`config.mk`:
```
export PLATFORM = sky130hd
export DESIGN_NAME = hcsr04_echo_emulator_flat
export DESIGN_NICKNAME = d
export VERILOG_FILES = /design/src/rtl/hcsr04_echo_emulator_pkg.sv /design/src/rtl/hcsr04_echo_emulator_if.sv /design/src/rtl/hcsr04_echo_emulator_sync.sv /design/src/rtl/hcsr04_echo_emulator.sv /design/src/flat_wrapper.sv
export SDC_FILE = /design/constraint.sdc
export NUM_CORES = 1
export LEC_CHECK = 0
export CORE_ASPECT_RATIO = 1.1
export CORE_UTILIZATION = 55
export CTS_CLUSTER_DIAMETER = 40
export DETAILED_ROUTE_END_ITERATION = 16
export MAX_ROUTING_LAYER = met4
export PLACE_DENSITY_LB_ADDON = 0.3
export SKIP_CTS_REPAIR_TIMING = 1
export SLEW_MARGIN = 20
export SYNTH_ARGS = -nofsm -noshare
export SYNTH_HDL_FRONTEND = slang
export SYNTH_SLANG_ARGS = --single-unit
```
`constraint.sdc`:
```
create_clock -name clk -period 2.9 [get_ports clk]
set_clock_uncertainty 0.1 [all_clocks]
set_input_delay 0.58 -clock clk [delete_from_list [all_inputs] [get_ports clk]]
set_output_delay 0.58 -clock clk [all_outputs]
set_load 0.02 [all_outputs]
```
`src/rtl/hcsr04_echo_emulator_pkg.sv`:
```
// Shared definitions for the HC-SR04 echo emulator and the ranging controller
// that talks to it: FSM state encoding, 12 MHz timing constants and a
// distance clamp helper.
package hcsr04_pkg;

   typedef enum logic [2:0] {
      IDLE,
      TRIG_HIGH,
      BURST,
      ECHO,
      HOLDOFF
   } echo_state_t;

   // 58 us per centimetre and the 10 us trigger width, both at 12 MHz
   localparam int unsigned CYCLES_PER_CM_12M = 696;
   localparam int unsigned TRIG_CYCLES_12M   = 120;

   // Width of the no-object counter; holds 38 ms at 12 MHz plus jitter
   localparam int unsigned NO_OBJ_CNT_W = 19;

   // Clamp a programmed distance into the sensor's usable range
   function automatic logic [15:0] clamp_cm(input logic [15:0] cm,
                                           input logic [15:0] lo,
                                           input logic [15:0] hi);
      if (cm < lo) begin
         return lo;
      end else if (cm > hi) begin
         return hi;
      end else begin
         return cm;
      end
   endfunction

endpackage

```
`src/rtl/hcsr04_echo_emulator_if.sv`:
```
// Pin-level HC-SR04 interface. The master side is the ranging controller
// (or a bench playing its part), the slave side is the emulated sensor.
interface hcsr04_echo_emulator_if;

   logic        trig_in;
   logic [15:0] distance_cm;
   logic        dist_valid;
   logic        echo;
   logic        busy;
   logic        meas_done;
   logic        err_short_trig;

   modport master (
      output trig_in,
      output distance_cm,
      output dist_valid,
      input  echo,
      input  busy,
      input  meas_done,
      input  err_short_trig
   );

   modport slave (
      input  trig_in,
      input  distance_cm,
      input  dist_valid,
      output echo,
      output busy,
      output meas_done,
      output err_short_trig
   );

endinterface

```
`src/rtl/hcsr04_echo_emulator_sync.sv`:
```
// Two-flop synchronizer for the asynchronous trig pin, followed by a third
// register that provides the clean level and one-cycle rise/fall pulses.
// The rise pulse is asserted in the first cycle the level reads high, and the
// fall pulse in the first cycle it reads low.
module trig_sync_edge (
   input  logic clk,
   input  logic rst,
   input  logic async_in,
   output logic level,
   output logic rise,
   output logic fall
);

   logic sync0;
   logic sync1;

   // Metastability chain, then edge detection against the previous level
   always_ff @(posedge clk or posedge rst) begin
      if (rst) begin
         sync0 <= 1'b0;
         sync1 <= 1'b0;
         level <= 1'b0;
         rise  <= 1'b0;
         fall  <= 1'b0;
      end else begin
         sync0 <= async_in;
         sync1 <= sync0;
         level <= sync1;
         rise  <= sync1 & ~level;
         fall  <= ~sync1 & level;
      end
   end

endmodule

```
`src/rtl/hcsr04_echo_emulator.sv`:
```
// HC-SR04 target emulator: validates the trig pulse width, waits the burst
// delay, then drives an echo pulse of distance * CYCLES_PER_CM clocks (or the
// no-object width), followed by a hold-off period.
// Optional build macro ECHO_JITTER_EN appends pseudo-random sub-centimetre
// jitter (from a 16-bit LFSR) to each echo width.
module hcsr04_echo_emulator
   import hcsr04_pkg::*;
#(
   parameter int unsigned TRIG_MIN_CYCLES    = TRIG_CYCLES_12M,
   parameter int unsigned CYCLES_PER_CM      = CYCLES_PER_CM_12M,
   parameter int unsigned BURST_DELAY_CYCLES = 2400,
   parameter int unsigned MIN_CM             = 2,
   parameter int unsigned MAX_CM             = 400,
   parameter int unsigned NO_OBJ_CYCLES      = 456000,
   parameter int unsigned HOLDOFF_CYCLES     = 1200
`ifdef ECHO_JITTER_EN
   ,
   parameter logic [7:0]  JITTER_MASK        = 8'h3F
`endif
) (
   input  logic                 clk,
   input  logic                 rst,
   hcsr04_echo_emulator_if.slave bus
);

   // One counter is shared by the trig-width, burst and hold-off phases
   localparam int unsigned PH_MAX0 = (BURST_DELAY_CYCLES > HOLDOFF_CYCLES) ?
                                     BURST_DELAY_CYCLES : HOLDOFF_CYCLES;
   localparam int unsigned PH_MAX  = (PH_MAX0 > TRIG_MIN_CYCLES) ? PH_MAX0 : TRIG_MIN_CYCLES;
   localparam int unsigned PH_W    = $clog2(PH_MAX + 1);

`ifdef ECHO_JITTER_EN
   // The inner counter also times the jitter tail, so it must reach 255
   localparam int unsigned INNER_MAX = (CYCLES_PER_CM > 256) ? CYCLES_PER_CM : 256;
`else
   localparam int unsigned INNER_MAX = CYCLES_PER_CM;
`endif
   localparam int unsigned INNER_W = (INNER_MAX > 1) ? $clog2(INNER_MAX) : 1;

   echo_state_t            state;
   logic [PH_W-1:0]        phase_cnt;
   logic [INNER_W-1:0]     inner_cnt;
   logic [15:0]            cm_cnt;
   logic [NO_OBJ_CNT_W-1:0] no_obj_cnt;
   logic [NO_OBJ_CNT_W-1:0] no_obj_last;
   logic [15:0]            n_cm;
   logic                   valid_q;
   logic                   echo_q;
   logic                   meas_done_q;
   logic                   err_q;

   logic                   trig_level;
   logic                   trig_rise;
   logic                   trig_fall;

   logic                   inner_last;
   logic                   cm_last;
   logic                   echo_last;

`ifdef ECHO_JITTER_EN
   logic [15:0]            lfsr;
   logic [7:0]             jit_q;
   logic                   in_tail;
   logic                   lfsr_fb;

   assign lfsr_fb     = lfsr[15] ^ lfsr[13] ^ lfsr[12] ^ lfsr[10];
   assign no_obj_last = NO_OBJ_CNT_W'(NO_OBJ_CYCLES - 1) + {{(NO_OBJ_CNT_W-8){1'b0}}, jit_q};
`else
   assign no_obj_last = NO_OBJ_CNT_W'(NO_OBJ_CYCLES - 1);
`endif

   trig_sync_edge u_sync (
      .clk      (clk),
      .rst      (rst),
      .async_in (bus.trig_in),
      .level    (trig_level),
      .rise     (trig_rise),
      .fall     (trig_fall)
   );

   // Decide whether the current cycle is the last echo-high clock
   always_comb begin
      inner_last = (inner_cnt == INNER_W'(CYCLES_PER_CM - 1));
      cm_last    = (cm_cnt == n_cm - 16'd1);
      echo_last  = 1'b0;
      if (!valid_q) begin
         echo_last = (no_obj_cnt == no_obj_last);
`ifdef ECHO_JITTER_EN
      end else if (in_tail) begin
         echo_last = (inner_cnt == INNER_W'(jit_q - 8'd1));
      end else begin
         echo_last = inner_last && cm_last && (jit_q == 8'd0);
`else
      end else begin
         echo_last = inner_last && cm_last;
`endif
      end
   end

   // Measurement sequencer: trig check, burst delay, echo, hold-off
   always_ff @(posedge clk or posedge rst) begin
      if (rst) begin
         state       <= IDLE;
         phase_cnt   <= '0;
         inner_cnt   <= '0;
         cm_cnt      <= '0;
         no_obj_cnt  <= '0;
         n_cm        <= '0;
         valid_q     <= 1'b0;
         echo_q      <= 1'b0;
         meas_done_q <= 1'b0;
         err_q       <= 1'b0;
`ifdef ECHO_JITTER_EN
         lfsr        <= 16'hACE1;
         jit_q       <= '0;
         in_tail     <= 1'b0;
`endif
      end else begin
         meas_done_q <= 1'b0;
         err_q       <= 1'b0;
         case (state)
            IDLE: begin
               if (trig_rise) begin
                  state     <= TRIG_HIGH;
                  phase_cnt <= PH_W'(1);
               end
            end

            TRIG_HIGH: begin
               if (trig_fall) begin
                  phase_cnt <= '0;
                  if (phase_cnt >= PH_W'(TRIG_MIN_CYCLES)) begin
                     n_cm    <= clamp_cm(bus.distance_cm, 16'(MIN_CM), 16'(MAX_CM));
                     valid_q <= bus.dist_valid;
                     state   <= BURST;
`ifdef ECHO_JITTER_EN
                     jit_q   <= lfsr[7:0] & JITTER_MASK;
                     lfsr    <= {lfsr[14:0], lfsr_fb};
`endif
                  end else begin
                     err_q <= 1'b1;
                     state <= IDLE;
                  end
               end else if (trig_level && (phase_cnt < PH_W'(TRIG_MIN_CYCLES))) begin
                  phase_cnt <= phase_cnt + 1'b1;
               end
            end

            BURST: begin
               if (phase_cnt == PH_W'(BURST_DELAY_CYCLES - 1)) begin
                  echo_q     <= 1'b1;
                  state      <= ECHO;
                  phase_cnt  <= '0;
                  inner_cnt  <= '0;
                  cm_cnt     <= '0;
                  no_obj_cnt <= '0;
`ifdef ECHO_JITTER_EN
                  in_tail    <= 1'b0;
`endif
               end else begin
                  phase_cnt <= phase_cnt + 1'b1;
               end
            end

            ECHO: begin
               if (echo_last) begin
                  echo_q      <= 1'b0;
                  meas_done_q <= 1'b1;
                  state       <= HOLDOFF;
                  phase_cnt   <= '0;
               end else if (!valid_q) begin
                  no_obj_cnt <= no_obj_cnt + 1'b1;
`ifdef ECHO_JITTER_EN
               end else if (in_tail) begin
                  inner_cnt <= inner_cnt + 1'b1;
               end else if (inner_last) begin
                  inner_cnt <= '0;
                  if (cm_last) begin
                     in_tail <= 1'b1;
                  end else begin
                     cm_cnt <= cm_cnt + 16'd1;
                  end
`else
               end else if (inner_last) begin
                  inner_cnt <= '0;
                  cm_cnt    <= cm_cnt + 16'd1;
`endif
               end else begin
                  inner_cnt <= inner_cnt + 1'b1;
               end
            end

            HOLDOFF: begin
               if (phase_cnt == PH_W'(HOLDOFF_CYCLES - 1)) begin
                  state     <= IDLE;
                  phase_cnt <= '0;
               end else begin
                  phase_cnt <= phase_cnt + 1'b1;
               end
            end

            default: begin
               state <= IDLE;
            end
         endcase
      end
   end

   assign bus.echo           = echo_q;
   assign bus.busy           = (state != IDLE);
   assign bus.meas_done      = meas_done_q;
   assign bus.err_short_trig = err_q;

endmodule

```
`src/flat_wrapper.sv`:
```
// flat-port wrapper written by rule: the top's interface ports become plain ports
module hcsr04_echo_emulator_flat import hcsr04_pkg::*;
#(
   parameter int unsigned TRIG_MIN_CYCLES    = TRIG_CYCLES_12M,
   parameter int unsigned CYCLES_PER_CM      = CYCLES_PER_CM_12M,
   parameter int unsigned BURST_DELAY_CYCLES = 2400,
   parameter int unsigned MIN_CM             = 2,
   parameter int unsigned MAX_CM             = 400,
   parameter int unsigned NO_OBJ_CYCLES      = 456000,
   parameter int unsigned HOLDOFF_CYCLES     = 1200

)
  (clk, rst, bus_trig_in, bus_distance_cm, bus_dist_valid, bus_echo, bus_busy, bus_meas_done, bus_err_short_trig);
  hcsr04_echo_emulator_if bus_i ();
  input  logic clk;
  input  logic rst;
  input wire logic [$bits(bus_i.trig_in)-1:0] bus_trig_in;
  input wire logic [$bits(bus_i.distance_cm)-1:0] bus_distance_cm;
  input wire logic [$bits(bus_i.dist_valid)-1:0] bus_dist_valid;
  output wire logic [$bits(bus_i.echo)-1:0] bus_echo;
  output wire logic [$bits(bus_i.busy)-1:0] bus_busy;
  output wire logic [$bits(bus_i.meas_done)-1:0] bus_meas_done;
  output wire logic [$bits(bus_i.err_short_trig)-1:0] bus_err_short_trig;
  assign bus_i.trig_in = bus_trig_in;
  assign bus_i.distance_cm = bus_distance_cm;
  assign bus_i.dist_valid = bus_dist_valid;
  assign bus_echo = bus_i.echo;
  assign bus_busy = bus_i.busy;
  assign bus_meas_done = bus_i.meas_done;
  assign bus_err_short_trig = bus_i.err_short_trig;
  hcsr04_echo_emulator #(.TRIG_MIN_CYCLES(TRIG_MIN_CYCLES), .CYCLES_PER_CM(CYCLES_PER_CM), .BURST_DELAY_CYCLES(BURST_DELAY_CYCLES), .MIN_CM(MIN_CM), .MAX_CM(MAX_CM), .NO_OBJ_CYCLES(NO_OBJ_CYCLES), .HOLDOFF_CYCLES(HOLDOFF_CYCLES)) u_core (.clk(clk), .rst(rst), .bus(bus_i));
endmodule
```
### Word-level counts from Yosys, hierarchy flattened

Index checks and enable logic that the tools add are counted.

| storage, ports and cells | value |
|---|---|
| flip-flop bits (word level) | 85 |
| bits in latches | 0 |
| memory bits (writable) | 0 |
| memory bits (read-only) | 0 |
| output and inout port bits | 4 |
| memories kept | 0 |

| cells by class | value |
|---|---|
| add/sub/neg operators | 5 |
| multipliers | 0 |
| divide/modulo/power cells | 0 |
| $lt $le $gt $ge | 4 |
| equality and inequality tests | 19 |
| shifts and indexed selects | 0 |
| mux-type cells | 39 |
| bitwise logic cells | 4 |
| reduce and logical (&&, ||, !) cells | 13 |

Operators by type and width:

| operator | count |
|---|---|
| 16-bit two-way mux | 6 |
| 12-bit two-way mux | 6 |
| 12-bit case mux with 5 select lines | 1 |
| 19-bit two-way mux | 3 |
| 10-bit two-way mux | 4 |
| 19-bit case mux with 2 select lines | 1 |
| 16-bit case mux with 2 select lines | 1 |
| 10-bit case mux with 2 select lines | 1 |
| 19-bit by 1-bit adder with 19-bit output (second input constant) | 1 |
| 19-bit == test (second input constant) | 1 |
| 16-bit by 1-bit adder with 16-bit output (second input constant) | 1 |
| 16-bit == test | 1 |
| 16-bit by 9-bit > comparator with 1-bit output (second input constant) | 1 |
| 16-bit by 2-bit < comparator with 1-bit output (second input constant) | 1 |
| 16-bit by 1-bit subtractor with 16-bit output (second input constant) | 1 |
| 3-bit two-way mux | 5 |
| 3-bit case mux with 5 select lines | 1 |
| 12-bit by 1-bit adder with 12-bit output (second input constant) | 1 |
| 12-bit by 11-bit == test with 1-bit output (second input constant) | 1 |
| 12-bit == test (second input constant) | 1 |
| 12-bit by 7-bit >= comparator with 1-bit output (second input constant) | 1 |
| 12-bit by 7-bit < comparator with 1-bit output (second input constant) | 1 |
| 4-bit AND reduction | 3 |
| 10-bit by 1-bit adder with 10-bit output (second input constant) | 1 |
| 19 further kinds | 39 |

### Logic depth before layout (Yosys ltp)

| depth | value |
|---|---|
| depth after elaboration | 6 |
| gate-level depth with buffers | 12 |
| depth with buffers taken out | 10 |

### Hierarchy

Synthesis repeated with hierarchy kept, for this count alone.

| unflattened totals | value |
|---|---|
| cells, all modules | 557 |
| area, all modules | 5007.3 um^2 |

By module, submodules not included:

| module | times used | cells an instance | area an instance (um^2) |
|---|---|---|---|
| hcsr04_echo_emulator | 1 | 549 | 4863.4 |
| trig_sync_edge | 1 | 8 | 143.9 |

### Least setup slack after synthesis

No wires, ideal clock.

| timing | value |
|---|---|
| path kind | flip-flop to flip-flop |
| from | register u_core.n_cm[0] |
| to | register u_core.phase_cnt[4] |
| arrival | 2.801 ns |
| setup slack | -0.104 ns |
| cell stages (with the launch flop) | 13 |
| buffers on the path | 2 |
| clock period less this slack | 3.004 ns |
| path through | dfrtp_1 -> inv_1 -> ha_1 -> or3b_2 -> xnor2_1 -> mux2i_1 -> nor4_1 -> and4_1 -> buf_2 -> a21oi_1 -> nand3b_4 -> buf_6 -> o41ai_2 |

| on the way | value |
|---|---|
| cells in the longest elaborated chain, start to end | 6 |

Ends and longest elaborated chain:

| item | line | source |
|---|---|---|
| start: declaration | hcsr04_echo_emulator.sv:46 | `logic [15:0] n_cm;` |
| start signal: assignment | hcsr04_echo_emulator.sv:133 | `n_cm <= clamp_cm(bus.distance_cm, 16'(MIN_CM), 16'(MAX_CM));` |
| 16-bit by 1-bit subtractor with 16-bit output | hcsr04_echo_emulator.sv:84 | `cm_last = (cm_cnt == n_cm - 16'd1);` |
| 16-bit == test | hcsr04_echo_emulator.sv:84 |  |
| 1-bit logical AND | hcsr04_echo_emulator.sv:95 | `echo_last = inner_last && cm_last;` |
| 1-bit two-way mux | hcsr04_echo_emulator.sv:86 | `if (!valid_q) begin` |
| 2-bit by 1-bit inequality test with 1-bit output (no line) | n/a |  |
| 4-bit AND reduction (no line) | n/a |  |
| end signal: assignment | hcsr04_echo_emulator.sv:145 | `phase_cnt <= phase_cnt + 1'b1;` |
| end signal: assignment | hcsr04_echo_emulator.sv:161 | `phase_cnt <= phase_cnt + 1'b1;` |
| end signal: assignment | hcsr04_echo_emulator.sv:198 | `phase_cnt <= phase_cnt + 1'b1;` |
| end: declaration | hcsr04_echo_emulator.sv:41 | `logic [PH_W-1:0] phase_cnt;` |

Every way passes these cells.
A chain may end at the register's enable or synchronous reset.

### Worst setup path after layout

| timing | value |
|---|---|
| from | register u_core.n_cm[1] |
| to | register u_core.cm_cnt[8] |

| on the way | value |
|---|---|
| cells in the longest elaborated chain, start to end | 6 |

Ends and longest elaborated chain:

| item | line | source |
|---|---|---|
| 16-bit by 1-bit subtractor with 16-bit output | hcsr04_echo_emulator.sv:84 |  |
| 16-bit == test | hcsr04_echo_emulator.sv:84 |  |
| 1-bit logical AND | hcsr04_echo_emulator.sv:95 |  |
| 1-bit two-way mux | hcsr04_echo_emulator.sv:86 |  |
| 2-bit inequality test (no line) | n/a |  |
| 5-bit AND reduction (no line) | n/a |  |
| end signal: assignment | hcsr04_echo_emulator.sv:186 | `cm_cnt <= cm_cnt + 16'd1;` |
| end: declaration | hcsr04_echo_emulator.sv:43 | `logic [15:0] cm_cnt;` |

Every way passes these cells.

==> impl_metrics.prom <==
# TYPE chip_impl_metric gauge
chip_impl_metric{name="globalRouteOverflowTotal",unit=""} 0
chip_impl_metric{name="period_needed",unit="ps"} 2980
chip_impl_metric{name="maxCapViolCount",unit=""} 0
chip_impl_metric{name="synth_area_per_cell",unit="um^2"} 8.90
chip_impl_metric{name="dpl.hpwl",unit="mm"} 9.55
chip_impl_metric{name="numCtsBuffers",unit=""} 9
chip_impl_metric{name="post_synth_instance_area",unit="um^2"} 5020
chip_impl_metric{name="core",unit="um^2"} 8870
chip_impl_info{name="tritoncts",value="yes"} 1
chip_impl_metric{name="p_seq_frac",unit=""} 0.542
chip_impl_metric{name="initialDrtViolationCount",unit=""} 290
chip_impl_metric{name="final_layout_size_suffix_gt1_frac",unit=""} 0.230
chip_impl_info{name="rr_endpoint",value="u_core.cm_cnt[8]$_DFFE_PP0P_"} 1
chip_impl_metric{name="drt-pass1-iter-count",unit=""} 5
chip_impl_metric{name="asyncSetResetFlopFracSynth",unit=""} 1.00
chip_impl_metric{name="route.vias.total",unit=""} 4705
chip_impl_metric{name="effective_utilization_at_floorplan",unit=""} 0.566
chip_impl_metric{name="regToRegSetupSlack",unit="ps"} -80
chip_impl_metric{name="gp_congestion",unit=""} 0.922
chip_impl_metric{name="timing.hold.ws",unit="ps"} 263
chip_impl_metric{name="crit_arrival",unit="ps"} 3150
chip_impl_metric{name="design.die.area",unit="um^2"} 9520
chip_impl_metric{name="ctsLongestPathBuffers",unit=""} 2
chip_impl_metric{name="totalNegativeSetupSlack",unit="ps"} -447
chip_impl_info{name="grt_setup_unrepaired",value="true"} 1
chip_impl_metric{name="power_report.internal_total",unit="W"} 0.00166
chip_impl_metric{name="wl_per_cell",unit="um"} 17.4
chip_impl_info{name="ys_dominant_reg_cell",value="sky130_fd_sc_hd__dfrtp_1"} 1
chip_impl_metric{name="timing_max_transition_violations_final",unit=""} 0
chip_impl_metric{name="post-route-cell-area",unit="um^2"} 6360
chip_impl_metric{name="place.port_buffers",unit=""} 23
chip_impl_metric{name="hold_viol_final",unit=""} 0
chip_impl_info{name="timing_worst_setup_path_type",value="flip-flop to flip-flop"} 1
chip_impl_info{name="worst_hold_path_class",value="flip-flop to flip-flop"} 1
chip_impl_metric{name="pwr_density_cell",unit="nW/um^2"} 350
chip_impl_metric{name="first_global_vias",unit=""} 4408
chip_impl_info{name="critical_path.endpoint",value="u_core.cm_cnt[8]$_DFFE_PP0P_"} 1
chip_impl_metric{name="post_drt_via_cell_ratio",unit=""} 6.10
chip_impl_metric{name="dpl-instance-area",unit="um^2"} 5830
chip_impl_metric{name="maximum_fanout_encountered_on_the_critical_timing_path",unit=""} 7
chip_impl_metric{name="setup_violations",unit=""} 16
chip_impl_metric{name="worst_r2r_path_depth",unit=""} 9
chip_impl_metric{name="period_share",unit=""} 1.03
chip_impl_metric{name="grt_start_max_net_pins",unit=""} 35
chip_impl_info{name="startpoint_type",value="flip-flop"} 1
chip_impl_metric{name="yosysUniqueCellTypes",unit=""} 63
chip_impl_info{name="ctsRootBufferMaster",value="sky130_fd_sc_hd__clkbuf_8"} 1
chip_impl_metric{name="numClockSinks",unit=""} 85
chip_impl_metric{name="wirelength",unit="mm"} 13.4
chip_impl_info{name="end_kind",value="flip-flop"} 1
chip_impl_metric{name="total_power",unit="W"} 0.00223
chip_impl_metric{name="area_growth_syn_to_layout",unit="%"} 26.6
chip_impl_metric{name="clockPowerShare",unit=""} 0.396
chip_impl_metric{name="drc",unit=""} 0
chip_impl_metric{name="grt_pass1_wl",unit="mm"} 21.1
chip_impl_metric{name="worst_pin_slew",unit="ps"} 609
chip_impl_metric{name="cts_htree_levels",unit=""} 3
chip_impl_metric{name="share_comb_of_total_power",unit=""} 0.062
chip_impl_metric{name="grt_use_total",unit=""} 0.293
chip_impl_metric{name="final_nets",unit=""} 678
chip_impl_info{name="critPathLaunch",value="u_core.n_cm[1]$_DFFE_PP0P_"} 1
chip_impl_metric{name="timing.critical_path.required",unit="ps"} 3070
chip_impl_info{name="reg2reg_from",value="u_core.n_cm[1]$_DFFE_PP0P_"} 1
chip_impl_metric{name="cellLeakagePower",unit="nW"} 2.82
chip_impl_metric{name="die_height",unit="um"} 102
chip_impl_metric{name="worst_ir_drop_vdd",unit="mV"} 0.366
chip_impl_metric{name="setup_slack",unit="ps"} -78.8
chip_impl_metric{name="ys_seq_elements",unit=""} 85
chip_impl_info{name="outcome",value="finished with violations"} 1
chip_impl_metric{name="clkTransAtPathRegs",unit="ps"} 90
chip_impl_metric{name="synth-edff-count",unit=""} 0
chip_impl_metric{name="site_row_count",unit=""} 36
chip_impl_metric{name="gate_count_after_technology_mapping",unit=""} 564
chip_impl_metric{name="antenna_violations_before_repair",unit=""} 0
chip_impl_metric{name="number_of_warnings_reported_in_the_yosys_synthesis_log",unit=""} 0
chip_impl_metric{name="clock_insertion_delay_worst_skew",unit="ps"} 380
chip_impl_metric{name="setup_slack_after_placement",unit="ps"} -227
chip_impl_metric{name="switching_share",unit=""} 0.255
chip_impl_metric{name="die-width",unit="um"} 93.1
chip_impl_metric{name="synth_seq_area_share",unit=""} 0.424
chip_impl_metric{name="max_slew_margin",unit=""} 0.594
chip_impl_metric{name="mappedNetlistNets",unit=""} 590
chip_impl_metric{name="maximum_achievable_frequency",unit="MHz"} 336
chip_impl_metric{name="io_pins",unit=""} 24
chip_impl_info{name="worst_min_delay_path_startpoint",value="u_core.u_sync.sync0$_DFF_PP0_"} 1
chip_impl_metric{name="power_switching",unit="W"} 0.000569
chip_impl_info{name="violations",value="negative setup slack"} 1
chip_impl_metric{name="antenna-diode-count",unit=""} 0
chip_impl_metric{name="drtAntennaViolNets",unit=""} 0
worst max-delay path: stages, from the launching register on:
cell and delay [ps]:
sky130_fd_sc_hd__dfrtp_1 420, sky130_fd_sc_hd__or4_4 580, sky130_fd_sc_hd__nor2_1 220, sky130_fd_sc_hd__mux2i_1 330
sky130_fd_sc_hd__nor4b_2 100, sky130_fd_sc_hd__and4_4 220, sky130_fd_sc_hd__buf_4 140, sky130_fd_sc_hd__a2111oi_1 510
sky130_fd_sc_hd__xnor2_1 190, sky130_fd_sc_hd__nor2_1 60
Yosys cell counts, drive strengths merged, types with 2 or more instances:
cell type	number	area [um^2]
dfrtp	85	2130
nor2	64	240
nand2	59	221
nand3	34	170
xnor2	29	254
o21ai	22	110
inv	21	78.8
xor2	19	166
a21oi	18	93.8
clkbuf	17	63.8
nor3	17	90.1
nand4	16	100
nor4	13	109
or3	11	68.8
and2	10	62.6
and3	10	62.6
mux2i	9	90.1
a21o	8	60.1
nor2b	8	50.1
o31ai	7	52.6
a211oi	6	45.0
a22o	6	52.6
ha	6	75.1
or2	6	37.5
or4	6	45.0
a2111oi	5	43.8
a31oi	4	25.0
buf	4	26.3
o211ai	4	30.0
and4	3	26.3
nand3b	3	35.0
o41ai	3	33.8
a221o	2	20.0
a31o	2	17.5
mux2	2	22.5
nand2b	2	12.5
nand4b	2	17.5
nor3b	2	15.0
nor4b	2	17.5
o2111ai	2	17.5
o221ai	2	17.5
flip-flops by register name, summed over array words and instances, names as in the netlist:
| register | cells |
|---|---|
| u_core.u_sync.sync0 | 1 |
| u_core.u_sync.level | 1 |
| u_core.u_sync.sync1 | 1 |
| u_core.bus.err_short_trig | 1 |
| u_core.bus.meas_done | 1 |
| u_core.bus.echo | 1 |
| u_core.no_obj_cnt | 19 |
| u_core.n_cm | 16 |
| u_core.state | 3 |
| u_core.cm_cnt | 16 |
| u_core.u_sync.fall | 1 |
| u_core.u_sync.rise | 1 |
| u_core.valid_q | 1 |
| u_core.inner_cnt | 10 |
| u_core.phase_cnt | 12 |
metrics by stage:
step | instances | utilization
finish | 771 | 0.716
global route | 771 | 0.716
CTS | 762 | 0.680
detailed placement | 746 | 0.657
global placement | 746 | 0.657
floorplan | 564 | -
logic make-up (layout without fill, tap and decap cells):
group                    Yosys count  after routing  share of synthesized area
XOR/XNOR                          48             48                     0.0837
flip-flops                        85             85                      0.424
multiplexers                      11             11                     0.0224
AO/OA/AOI/OAI                     99             99                      0.137
adder cells (fa/ha/maj)            6              6                     0.0149
AND/OR/NAND/NOR                  273            273                      0.285
buffers and inverters             42            135                     0.0336
power by group through the flow:
| stage | Clock, W | Combinational, W | Sequential, W |
|---|---|---|---|
| final | 0.000882 | 0.000139 | 0.00121 |
| after CTS | 0.000881 | 0.000137 | 0.00121 |
| after floorplan | 0 | 0.0000741 | 0.00123 |
| after global placement | 0 | 0.000130 | 0.00123 |
| after detailed placement | 0 | 0.000136 | 0.00123 |
| after global routing | 0.000942 | 0.000156 | 0.00121 |
layer usage:
layer	track usage	vias to the layer above	wire, um
met5	-	-	0
met4	0.135	0	415
met3	0.0424	42	437
met2	0.483	118	6780
met1	0.356	2331	5790
li1	-	2214	-
worst min path at each step:
stage | depth (start not counted) | slack [ps] | to
finish | 0 | 260 | u_core.u_sync.sync1$_DFF_PP0_
floorplan | 0 | 230 | u_core.u_sync.sync1$_DFF_PP0_
detailed placement | 0 | 240 | u_core.u_sync.sync1$_DFF_PP0_
global route | 0 | 270 | u_core.u_sync.sync1$_DFF_PP0_
global placement | 0 | 240 | u_core.u_sync.sync1$_DFF_PP0_
CTS | 0 | 260 | u_core.u_sync.sync1$_DFF_PP0_
cell type report:
class,count,area (um^2)
multi-input combinational,437,2980
sequential,85,2130
inverter,21,80.1
clock inverter,7,75.1
fill,650,2520
tap,114,143
clock buffer,9,124
timing repair buffer,98,825
layout by cell type, fill, tap and decap left out, types with 5 or more instances in the layout:
cell                              count
sky130_fd_sc_hd__dfrtp_1             85
sky130_fd_sc_hd__nand4_1             16
sky130_fd_sc_hd__clkbuf_8             9
sky130_fd_sc_hd__buf_4               69
sky130_fd_sc_hd__nor2_1              62
sky130_fd_sc_hd__and2_1              10
sky130_fd_sc_hd__mux2i_1              8
sky130_fd_sc_hd__inv_1               18
sky130_fd_sc_hd__buf_6                5
sky130_fd_sc_hd__ha_1                 6
sky130_fd_sc_hd__o31ai_1              5
sky130_fd_sc_hd__o21ai_2              5
sky130_fd_sc_hd__clkdlybuf4s50_1     23
sky130_fd_sc_hd__xnor2_1             27
sky130_fd_sc_hd__nand3_1             33
sky130_fd_sc_hd__and3_1               9
sky130_fd_sc_hd__nor2b_1              8
sky130_fd_sc_hd__xor2_1              19
sky130_fd_sc_hd__nor3_1              12
sky130_fd_sc_hd__a21o_1               8
sky130_fd_sc_hd__a21oi_1             12
sky130_fd_sc_hd__o21ai_0             15
sky130_fd_sc_hd__nor4_1               9
sky130_fd_sc_hd__a22o_1               6
sky130_fd_sc_hd__nor3_2               5
sky130_fd_sc_hd__or2_2                5
sky130_fd_sc_hd__nand2_1             58
sky130_fd_sc_hd__or3_1               11
(Power assumes the default switching activity.)
